<file path="src/rtl/bram_pkg.sv">
// Shared frame geometry and FSM state type for the BRAM frame writer.
// Optional CLEAR state is present only with BRAM_WRITER_CLEAR_EN.
package bram_pkg;
    localparam int W      = 128;
    localparam int H      = 128;
    localparam int DW     = 16;
    localparam int ADDR_W = $clog2(W * H);

    typedef enum logic [1:0] {
        IDLE  = 2'd0,
        FILL  = 2'd1
`ifdef BRAM_WRITER_CLEAR_EN
        ,
        CLEAR = 2'd2
`endif
    } state_t;
endpackage

</file>
<file path="src/rtl/bram_addr_counter.sv">
// Row/column raster counter producing the linear BRAM address row*W + col.
// clr together with inc lands on position 1 (restart after writing address 0).
module bram_addr_counter #(
    parameter int W  = bram_pkg::W,
    parameter int H  = bram_pkg::H,
    parameter int AW = $clog2(W * H),
    parameter int CW = (W > 1) ? $clog2(W) : 1,
    parameter int RW = (H > 1) ? $clog2(H) : 1
) (
    input  logic          clk,
    input  logic          reset,
    input  logic          inc,
    input  logic          clr,
    output logic [RW-1:0] row,
    output logic [CW-1:0] col,
    output logic [AW-1:0] addr,
    output logic          last
);
    logic [CW-1:0] col_b;
    logic [RW-1:0] row_b;

    always_comb begin
        col_b = clr ? '0 : col;
        row_b = clr ? '0 : row;
    end

    assign last = (row == RW'(H - 1)) && (col == CW'(W - 1));
    assign addr = AW'(int'(row) * W + int'(col));

    always_ff @(posedge clk) begin
        if (reset) begin
            row <= '0;
            col <= '0;
        end else if (inc) begin
            if (col_b == CW'(W - 1)) begin
                col <= '0;
                row <= (row_b == RW'(H - 1)) ? '0 : row_b + 1'b1;
            end else begin
                col <= col_b + 1'b1;
                row <= row_b;
            end
        end else if (clr) begin
            row <= '0;
            col <= '0;
        end
    end
endmodule

</file>
<file path="src/rtl/bram_writer.sv">
// Streams frame pixels into a BRAM write port with sof sync and optional
// full-buffer clear (enabled by defining BRAM_WRITER_CLEAR_EN).
module bram_writer #(
    parameter int W  = bram_pkg::W,
    parameter int H  = bram_pkg::H,
    parameter int DW = bram_pkg::DW,
    localparam int AW = $clog2(W * H)
) (
    input  logic          clk,
    input  logic          reset,
    input  logic          s_valid,
    output logic          s_ready,
    input  logic [DW-1:0] s_data,
    input  logic          s_sof,
    input  logic          clr_req,
    input  logic [DW-1:0] clr_color,
    output logic          busy,
    output logic          frame_done,
    output logic          err_sof,
    output logic          wr_en,
    output logic [AW-1:0] wr_addr,
    output logic [DW-1:0] wr_data
);
    import bram_pkg::*;

    localparam int CW = (W > 1) ? $clog2(W) : 1;
    localparam int RW = (H > 1) ? $clog2(H) : 1;

    state_t        state, state_n;
    logic          accept, clr_go;
    logic          inc, clr_cnt, last;
    logic [RW-1:0] row;
    logic [CW-1:0] col;
    logic [AW-1:0] addr;
    logic          wen_d, done_d, err_d;
    logic [AW-1:0] addr_d;
    logic [DW-1:0] data_d;
    logic          unused_rc;

    assign unused_rc = ^{row, col};

`ifdef BRAM_WRITER_CLEAR_EN
    assign clr_go  = clr_req && (state != CLEAR);
    assign busy    = (state == CLEAR);
    assign s_ready = (state != CLEAR) && !clr_req;
`else
    logic unused_clr;
    assign unused_clr = ^{clr_req, clr_color};
    assign clr_go  = 1'b0;
    assign busy    = 1'b0;
    assign s_ready = 1'b1;
`endif

    assign accept = s_valid && s_ready;

    bram_addr_counter #(
        .W (W),
        .H (H),
        .AW(AW),
        .CW(CW),
        .RW(RW)
    ) u_cnt (
        .clk  (clk),
        .reset(reset),
        .inc  (inc),
        .clr  (clr_cnt),
        .row  (row),
        .col  (col),
        .addr (addr),
        .last (last)
    );

    always_ff @(posedge clk) begin
        if (reset) state <= IDLE;
        else       state <= state_n;
    end

    always_comb begin
        state_n = state;
        unique case (state)
            IDLE: begin
`ifdef BRAM_WRITER_CLEAR_EN
                if (clr_go) state_n = CLEAR;
                else
`endif
                if (accept && s_sof) state_n = FILL;
            end
            FILL: begin
`ifdef BRAM_WRITER_CLEAR_EN
                if (clr_go) state_n = CLEAR;
                else
`endif
                if (accept && !s_sof && last) state_n = IDLE;
            end
`ifdef BRAM_WRITER_CLEAR_EN
            CLEAR: begin
                if (last) state_n = IDLE;
            end
`endif
            default: state_n = IDLE;
        endcase
    end

    always_comb begin
        wen_d   = 1'b0;
        done_d  = 1'b0;
        err_d   = 1'b0;
        addr_d  = addr;
        data_d  = s_data;
        inc     = 1'b0;
        clr_cnt = 1'b0;
        unique case (state)
            IDLE: begin
                if (clr_go) begin
                    clr_cnt = 1'b1;
                end else if (accept && s_sof) begin
                    wen_d   = 1'b1;
                    addr_d  = '0;
                    clr_cnt = 1'b1;
                    inc     = 1'b1;
                end
            end
            FILL: begin
                if (clr_go) begin
                    clr_cnt = 1'b1;
                end else if (accept) begin
                    wen_d = 1'b1;
                    inc   = 1'b1;
                    if (s_sof) begin
                        // resync: restart the raster at address 0
                        addr_d  = '0;
                        err_d   = 1'b1;
                        clr_cnt = 1'b1;
                    end else begin
                        done_d = last;
                    end
                end
            end
`ifdef BRAM_WRITER_CLEAR_EN
            CLEAR: begin
                wen_d  = 1'b1;
                data_d = clr_color;
                inc    = 1'b1;
            end
`endif
            default: ;
        endcase
    end

    always_ff @(posedge clk) begin
        if (reset) begin
            wr_en      <= 1'b0;
            frame_done <= 1'b0;
            err_sof    <= 1'b0;
            wr_addr    <= '0;
            wr_data    <= '0;
        end else begin
            wr_en      <= wen_d;
            frame_done <= done_d;
            err_sof    <= err_d;
            if (wen_d) begin
                wr_addr <= addr_d;
                wr_data <= data_d;
            end
        end
    end
endmodule

</file>
<file path="config.mk">
export PLATFORM = sky130hd
export DESIGN_NAME = bram_writer
export DESIGN_NICKNAME = d
export VERILOG_FILES = /design/src/rtl/bram_pkg.sv /design/src/rtl/bram_addr_counter.sv /design/src/rtl/bram_writer.sv
export SDC_FILE = /design/constraint.sdc
export NUM_CORES = 1
export LEC_CHECK = 0
export CAP_MARGIN = 20
export CORE_MARGIN = 2
export CORE_UTILIZATION = 38
export DETAILED_ROUTE_END_ITERATION = 8
export PLACE_DENSITY = 0.81
export REMOVE_ABC_BUFFERS = 1
export SYNTH_ARGS = -nofsm -noshare
export SYNTH_HDL_FRONTEND = slang
export SYNTH_SLANG_ARGS = --single-unit
export TNS_END_PERCENT = 5
</file>
<file path="constraint.sdc">
create_clock -name clk -period 2.5 [get_ports clk]
set_input_delay 0.5 -clock clk [delete_from_list [all_inputs] [get_ports clk]]
set_output_delay 0.5 -clock clk [all_outputs]
set_load 0.005 [all_outputs]
</file>
# Yosys cells after proc, flatten, opt, wreduce, memory -nomap -nowiden

Index checks and enable logic that the tools add are counted.

Flip-flop bits (word level): 49
Input port bits: 37
Output and inout port bits: 35
Word-level logic and storage cells: 49

Add/sub/neg operators: 3
Eq/ne operators: 7
Mux-type cells: 20
Bitwise gates (word level): 2
Reductions and logical operators: 9

Operator list:

| cell                                                | count |
|---|---|
| 2-to-1 mux 7 bit                                    | 7 |
| 2-to-1 mux 14 bit                                   | 3 |
| equality test 7 bit, second input constant          | 4 |
| one-hot mux 14 bit (2 select lines)                 | 1 |
| adder 14 x 7 -> 14 bit                              | 1 |
| adder 7 x 1 -> 7 bit, second input constant         | 2 |
| logical AND 1 bit                                   | 4 |
| 2-to-1 mux 1 bit                                    | 4 |
| 2-to-1 mux 2 bit                                    | 2 |
| != test 2 bit, second input constant                | 2 |
| one-hot mux 1 bit (2 select lines)                  | 2 |
| one-hot mux 2 bit (2 select lines)                  | 1 |
| OR reduction 4 bit                                  | 1 |
| equality test 2 x 1 -> 1 bit, second input constant | 1 |
| zero test 2 bit                                     | 1 |
| inverter 1 bit                                      | 2 |
| AND reduction 2 bit                                 | 1 |
| OR reduction 2 bit                                  | 1 |
| zero test 1 bit                                     | 1 |

# Depth between registers and ports, before layout

Word-level depth: 8
Mapped depth: 9
Depth with buffers taken out: 7

# Hierarchy

Synthesis repeated with hierarchy kept, for this count alone.

Cell total of the unflattened synthesis: 252
Area, all modules: 2,427.3 µm²

Modules (own cells, without submodules):

| module            | times used | cells an instance | area an instance (µm²) | sequential area each (µm²) |
|---|---|---|---|---|
| bram_writer       | 1          | 148               | 1,567.8                | 680.7 |
| bram_addr_counter | 1          | 104               | 859.6                  | 280.3 |

# Worst setup path after synthesis

OpenSTA, ideal clock, no wires.

Path type: input to register
Start: input s_valid
End: register u_cnt.row[2]
Library setup time: 0.071 ns
Arrival: 2.200 ns
Required time: 2.429 ns
Setup slack: 0.229 ns
Stages on the path: 9
Path buffers: 2
Path through: buf_2 nand2_4 clkbuf_1 and2_1 ha_1 and3_2 nand3_4 or4_1 a21oi_1

Word-level cells in the longest chain between the ends: 8
Elaborated cells between the ends (all ways): 14
Classes of those cells: add/sub (1); eq/ne (2); mux (10); reduce/logical (1)

RTL lines:

| what                                                               | RTL line                | text |
|---|---|---|
| start: declaration                                                 | bram_writer.sv:11       | `input logic s_valid,` |
| logical AND 1 bit                                                  | bram_writer.sv:116      | `end else if (accept && s_sof) begin` |
| 2-to-1 mux 1 bit                                                   | bram_writer.sv:116      |  |
| one-hot mux 1 bit (2 select lines)                                 | bram_writer.sv:112      | `unique case (state)` |
| 2-to-1 mux 7 bit                                                   | n/a                     |  |
| adder 7 x 1 -> 7 bit / equality test 7 bit (equally long branches) | bram_addr_counter.sv:37 | `row <= (row_b == RW'(H - 1)) ? '0 : row_b + 1'b1;` |
| 2-to-1 mux 7 bit                                                   | bram_addr_counter.sv:37 |  |
| 2-to-1 mux 7 bit                                                   | bram_addr_counter.sv:35 | `if (col_b == CW'(W - 1)) begin` |
| 2-to-1 mux 7 bit (*)                                               | bram_addr_counter.sv:34 | `end else if (inc) begin` |
| end signal: assignment                                             | bram_addr_counter.sv:37 |  |
| end signal: assignment                                             | bram_addr_counter.sv:40 | `row <= row_b;` |
| end: declaration                                                   | bram_addr_counter.sv:14 | `output logic [RW-1:0] row,` |

Every way passes the cells marked *; elsewhere a longest branch is shown, timed or not.
A chain may end at the register's enable or synchronous reset.

# Worst setup path after layout

Start: input s_sof
End: register u_cnt.row[6]

Word-level cells in the longest chain between the ends: 8
Elaborated cells between the ends (all ways): 14
Classes of those cells: add/sub (1); eq/ne (2); mux (10); reduce/logical (1)

RTL lines:

| what                                                               | RTL line                               | text |
|---|---|---|
| start: declaration                                                 | bram_writer.sv:14                      | `input logic s_sof,` |
| 2-to-1 mux 1 bit / logical AND 1 bit (equally long branches)       | bram_writer.sv:129, bram_writer.sv:116 |  |
| 2-to-1 mux 1 bit, on equally long branches                         | bram_writer.sv:126, bram_writer.sv:116 |  |
| one-hot mux 1 bit (2 select lines)                                 | bram_writer.sv:112                     |  |
| 2-to-1 mux 7 bit                                                   | n/a                                    |  |
| adder 7 x 1 -> 7 bit / equality test 7 bit (equally long branches) | bram_addr_counter.sv:37                |  |
| 2-to-1 mux 7 bit                                                   | bram_addr_counter.sv:37                |  |
| 2-to-1 mux 7 bit                                                   | bram_addr_counter.sv:35                |  |
| 2-to-1 mux 7 bit (*)                                               | bram_addr_counter.sv:34                |  |

Marks and branches as above.

==> impl_metrics.py <==
metrics = {
    "outcome": {
        "outcome": "finished, final reports clean",
    },
    "sta": {
        "tightest_slew_ns": 0.685,
        "fmax_mhz": 465,
        "drv_slew": 0,
        "tns_ns": 0,
        "hold_viol_final": 0,
        "setup_ws_ns": 0.350,
        "slew_headroom": 0.543,
        "grt_setup_unrepaired": "false",
        "clock_skew_ns": 0.00575,
        "setup_violations": 0,
        "timing.final.crit_period_ns": 2.15,
        "period_share": 0.860,
    },
    "critical_path": {
        "reg2regPathDepth": 6,
        "worstPathRequired_ns": 2.68,
        "critPathLaunch": "s_sof",
        "path_class": "in2reg",
        "arrival_ns": 2.33,
        "critPathCaptureType": "flip-flop",
        "cp_top_family": "simple AND/OR/NAND/NOR gates",
        "cp_slowest_stage_delay_ns": 0.46,
        "path_cells": "clkdlybuf4s50_1 -> nand2_4 -> and2_1 -> ha_1 -> and3_2 -> nand3_1 -> o311ai_0 -> a21oi_1",
        "path_buf_inv": 1,
        "crit_fanout": 9,
        "path_depth": 8,
        "r2r-start": "u_cnt.col[0]",
        "start_kind": "input pin",
        "cpMaxStageDelayCell": "clkdlybuf4s50_1",
    },
    "logic_synthesis": {
        "syn-cell-area_um2": 2000,
        "synth_edf_count": 0,
        "synth_ff_type": "dfxtp_1",
        "async_flop_share": 0,
        "post-synth-top-area-cell": "dfxtp_1",
        "synth_fa_ha_area_frac": 0.0125,
        "synthXorXnorAreaFrac": 0.0175,
        "seq_area_frac_synth": 0.481,
        "ys_top_cells_by_area": "dfxtp_1, nand2_1, a21oi_1, buf_2, and2_1",
        "ys_ff_latch": 48,
        "syn_inst": 243,
        "yosys.area.top_type_share": 0.481,
        "avgSynthCellArea_um2": 8.22,
        "synth_top_family_by_area": "simple AND/OR/NAND/NOR gates",
        "ys_warn_count": 0,
        "synth.distinct_cells": 46,
        "synth-simple-area-share": 0.286,
        "synthMuxAreaShare": 0,
        "synth_compound_area_frac": 0.147,
    },
    "drt": {
        "wl_um": 4540,
        "wl_per_cell_um": 12.4,
        "dr.pass1.iters": 4,
        "drc": 0,
        "drt_iter0_drc": 106,
        "via_per_inst": 5.02,
        "antenna_left": 0,
        "num_vias": 1833,
    },
    "die": {
        "die-height_um": 76.5,
        "row_count": 26,
        "die_w_um": 76.5,
        "initial_core_util": 0.394,
        "io_pins": 72,
        "dieArea_um2": 5850,
        "core_area_um2": 5070,
    },
    "pwr": {
        "power.static_leakage_uw": 0.000939,
        "clock_power_share": 0.340,
        "pwr-share-seq": 0.557,
        "powerDensity_nw_per_um2": 530,
        "p_sw_uw": 321,
        "sw_frac_of_total": 0.225,
        "comb_power_share": 0.103,
        "ir_drop_mv": 0.308,
        "p_int_uw": 1110,
    },
    "clock_network": {
        "path_clk_slew_ns": 0.08,
        "clock-sinks": 48,
        "cts_tree": "yes",
        "cts-root-buf": "clkbuf_8",
        "htree_levels": 2,
        "cts-buffers-inserted": 5,
        "cts_buffer_depth": 2,
        "postCtsResizedCells": 0,
        "clk-insertion-delay-late_ns": 0.29,
        "post-cts-setup-buffer-count": 0,
        "hold_buffers": 0,
    },
    "hold_path": {
        "hold_depth": 2,
        "min_from": "wr_addr[13]",
        "hold_class": "reg2reg",
    },
    "cells_and_area": {
        "layout-drive-gt1-share": 0.0881,
        "seq_area_um2": 961,
        "post-route-util": 0.531,
        "antennaDiodeCount": 0,
        "area_delta_synth_final_pct": 34.9,
        "fillCellCount": 489,
        "layout.nets": 334,
        "multi_input_area_um2": 932,
    },
    "global_routing": {
        "grt_overflow": 0,
        "track_usage": 0.163,
        "grt_max_degree": 32,
        "grt_pass1_wl_um": 7850,
        "first_global_vias": 1730,
        "antenna_found_initial": 0,
    },
    "run": {
        "maxCapViolCount": 0,
    },
    "placement": {
        "dp_slack_ns": 0.0526,
        "gp_congestion": 0.840,
        "dpl.hpwl_um": 3290,
        "io_buffers": 52,
    },
}
power groups by stage:
| stage | logic (uW) | clock network (uW) | registers (uW) |
|---|---|---|---|
| after floorplan | 48.1 | 0 | 813 |
| after global placement | 145 | 0 | 812 |
| after detailed placement | 147 | 0 | 814 |
| after CTS | 148 | 506 | 795 |
| after global routing | 162 | 530 | 798 |
| final | 147 | 486 | 795 |
per-layer routing:
| metal | routed length [um] | share of wire | GRT usage |
|---|---|---|---|
| met1 | 2070 | 0.45 | 0.207 |
| met2 | 2070 | 0.46 | 0.255 |
| met3 | 374 | 0.082 | 0.0628 |
| met4 | 32 | 0.0070 | 0.0527 |
| met5 | 0 | 0 | 0 |
cells by family after synthesis:
family | after synthesis
compound gates | 52
xor+xnor | 4
fa+ha+maj | 2
buf+inv | 21
flops | 48
other cells | 2
simple gates | 114
final timing paths:
check / to / slack [ns]
max reg2reg: u_cnt.row[6] / 0.70
min reg2reg: wr_addr[13] / 0.45
max: u_cnt.row[6] / 0.35
min: wr_addr[13] / 0.45
state kept, by name, indices dropped and copies added (netlist names):
register,flops
state,1
wr_data,16
err_sof,1
u_cnt.col,7
frame_done,1
wr_en,1
wr_addr,14
u_cnt.row,7
worst register-to-register path, delay by kind of cell (launching register included):
kind,cells,cell delay (ns)
AOI/OAI and AO/OA,2,0.47
DFF,1,0.45
and+or+nand+nor,3,0.58
adders and majority gates,1,0.18
metrics by stage:
step	area, um^2	cells	hold WS [ns]	total power, uW
finish	2700	365	0.454	1430
global route	2700	365	0.473	1490
CTS	2700	365	0.457	1450
detailed placement	2600	358	0.445	961
global placement	2600	358	0.441	958
floorplan	1900	224	0.447	861
cell usage in the layout, fill, tap and decap left out, types with 2 or more instances in the layout:
cell type | synthesis | final
nand2_1 | 67 | 67
clkdlybuf4s50_1 | 0 | 52
dfxtp_1 | 48 | 48
a21oi_1 | 37 | 37
buf_4 | 2 | 12
nor2_1 | 9 | 9
clkbuf_8 | 0 | 7
and2_1 | 6 | 6
nand4_1 | 6 | 6
nand3_1 | 6 | 6
xor2_1 | 3 | 3
o21ai_0 | 3 | 3
a22oi_1 | 2 | 2
or3_1 | 2 | 2
nor3_1 | 2 | 2
inv_1 | 2 | 2
a41oi_1 | 2 | 2
a311oi_1 | 2 | 2
ha_1 | 2 | 2
conb_1 | 2 | 2
cell usage after synthesis (2+ instances only):
| cell | count |
|---|---|
| or3_1 | 2 |
| conb_1 | 2 |
| nor3_1 | 2 |
| a21oi_1 | 37 |
| a311oi_1 | 2 |
| nand4_1 | 6 |
| inv_1 | 2 |
| clkbuf_1 | 6 |
| and2_1 | 6 |
| dfxtp_1 | 48 |
| buf_4 | 2 |
| nand3_1 | 6 |
| buf_2 | 8 |
| nor2_1 | 9 |
| a41oi_1 | 2 |
| o21ai_0 | 3 |
| xor2_1 | 3 |
| nand2_1 | 67 |
| ha_1 | 2 |
| a22oi_1 | 2 |
cell type report:
class	instances	share of cell area
inverters	2	0.00279
multi-input cells	174	0.346
well taps	70	0.0325
flip-flops and latches	48	0.357
repair buffers	64	0.227
clock buffers	7	0.0357
Note: power is estimated with default switching activity, not from simulation.
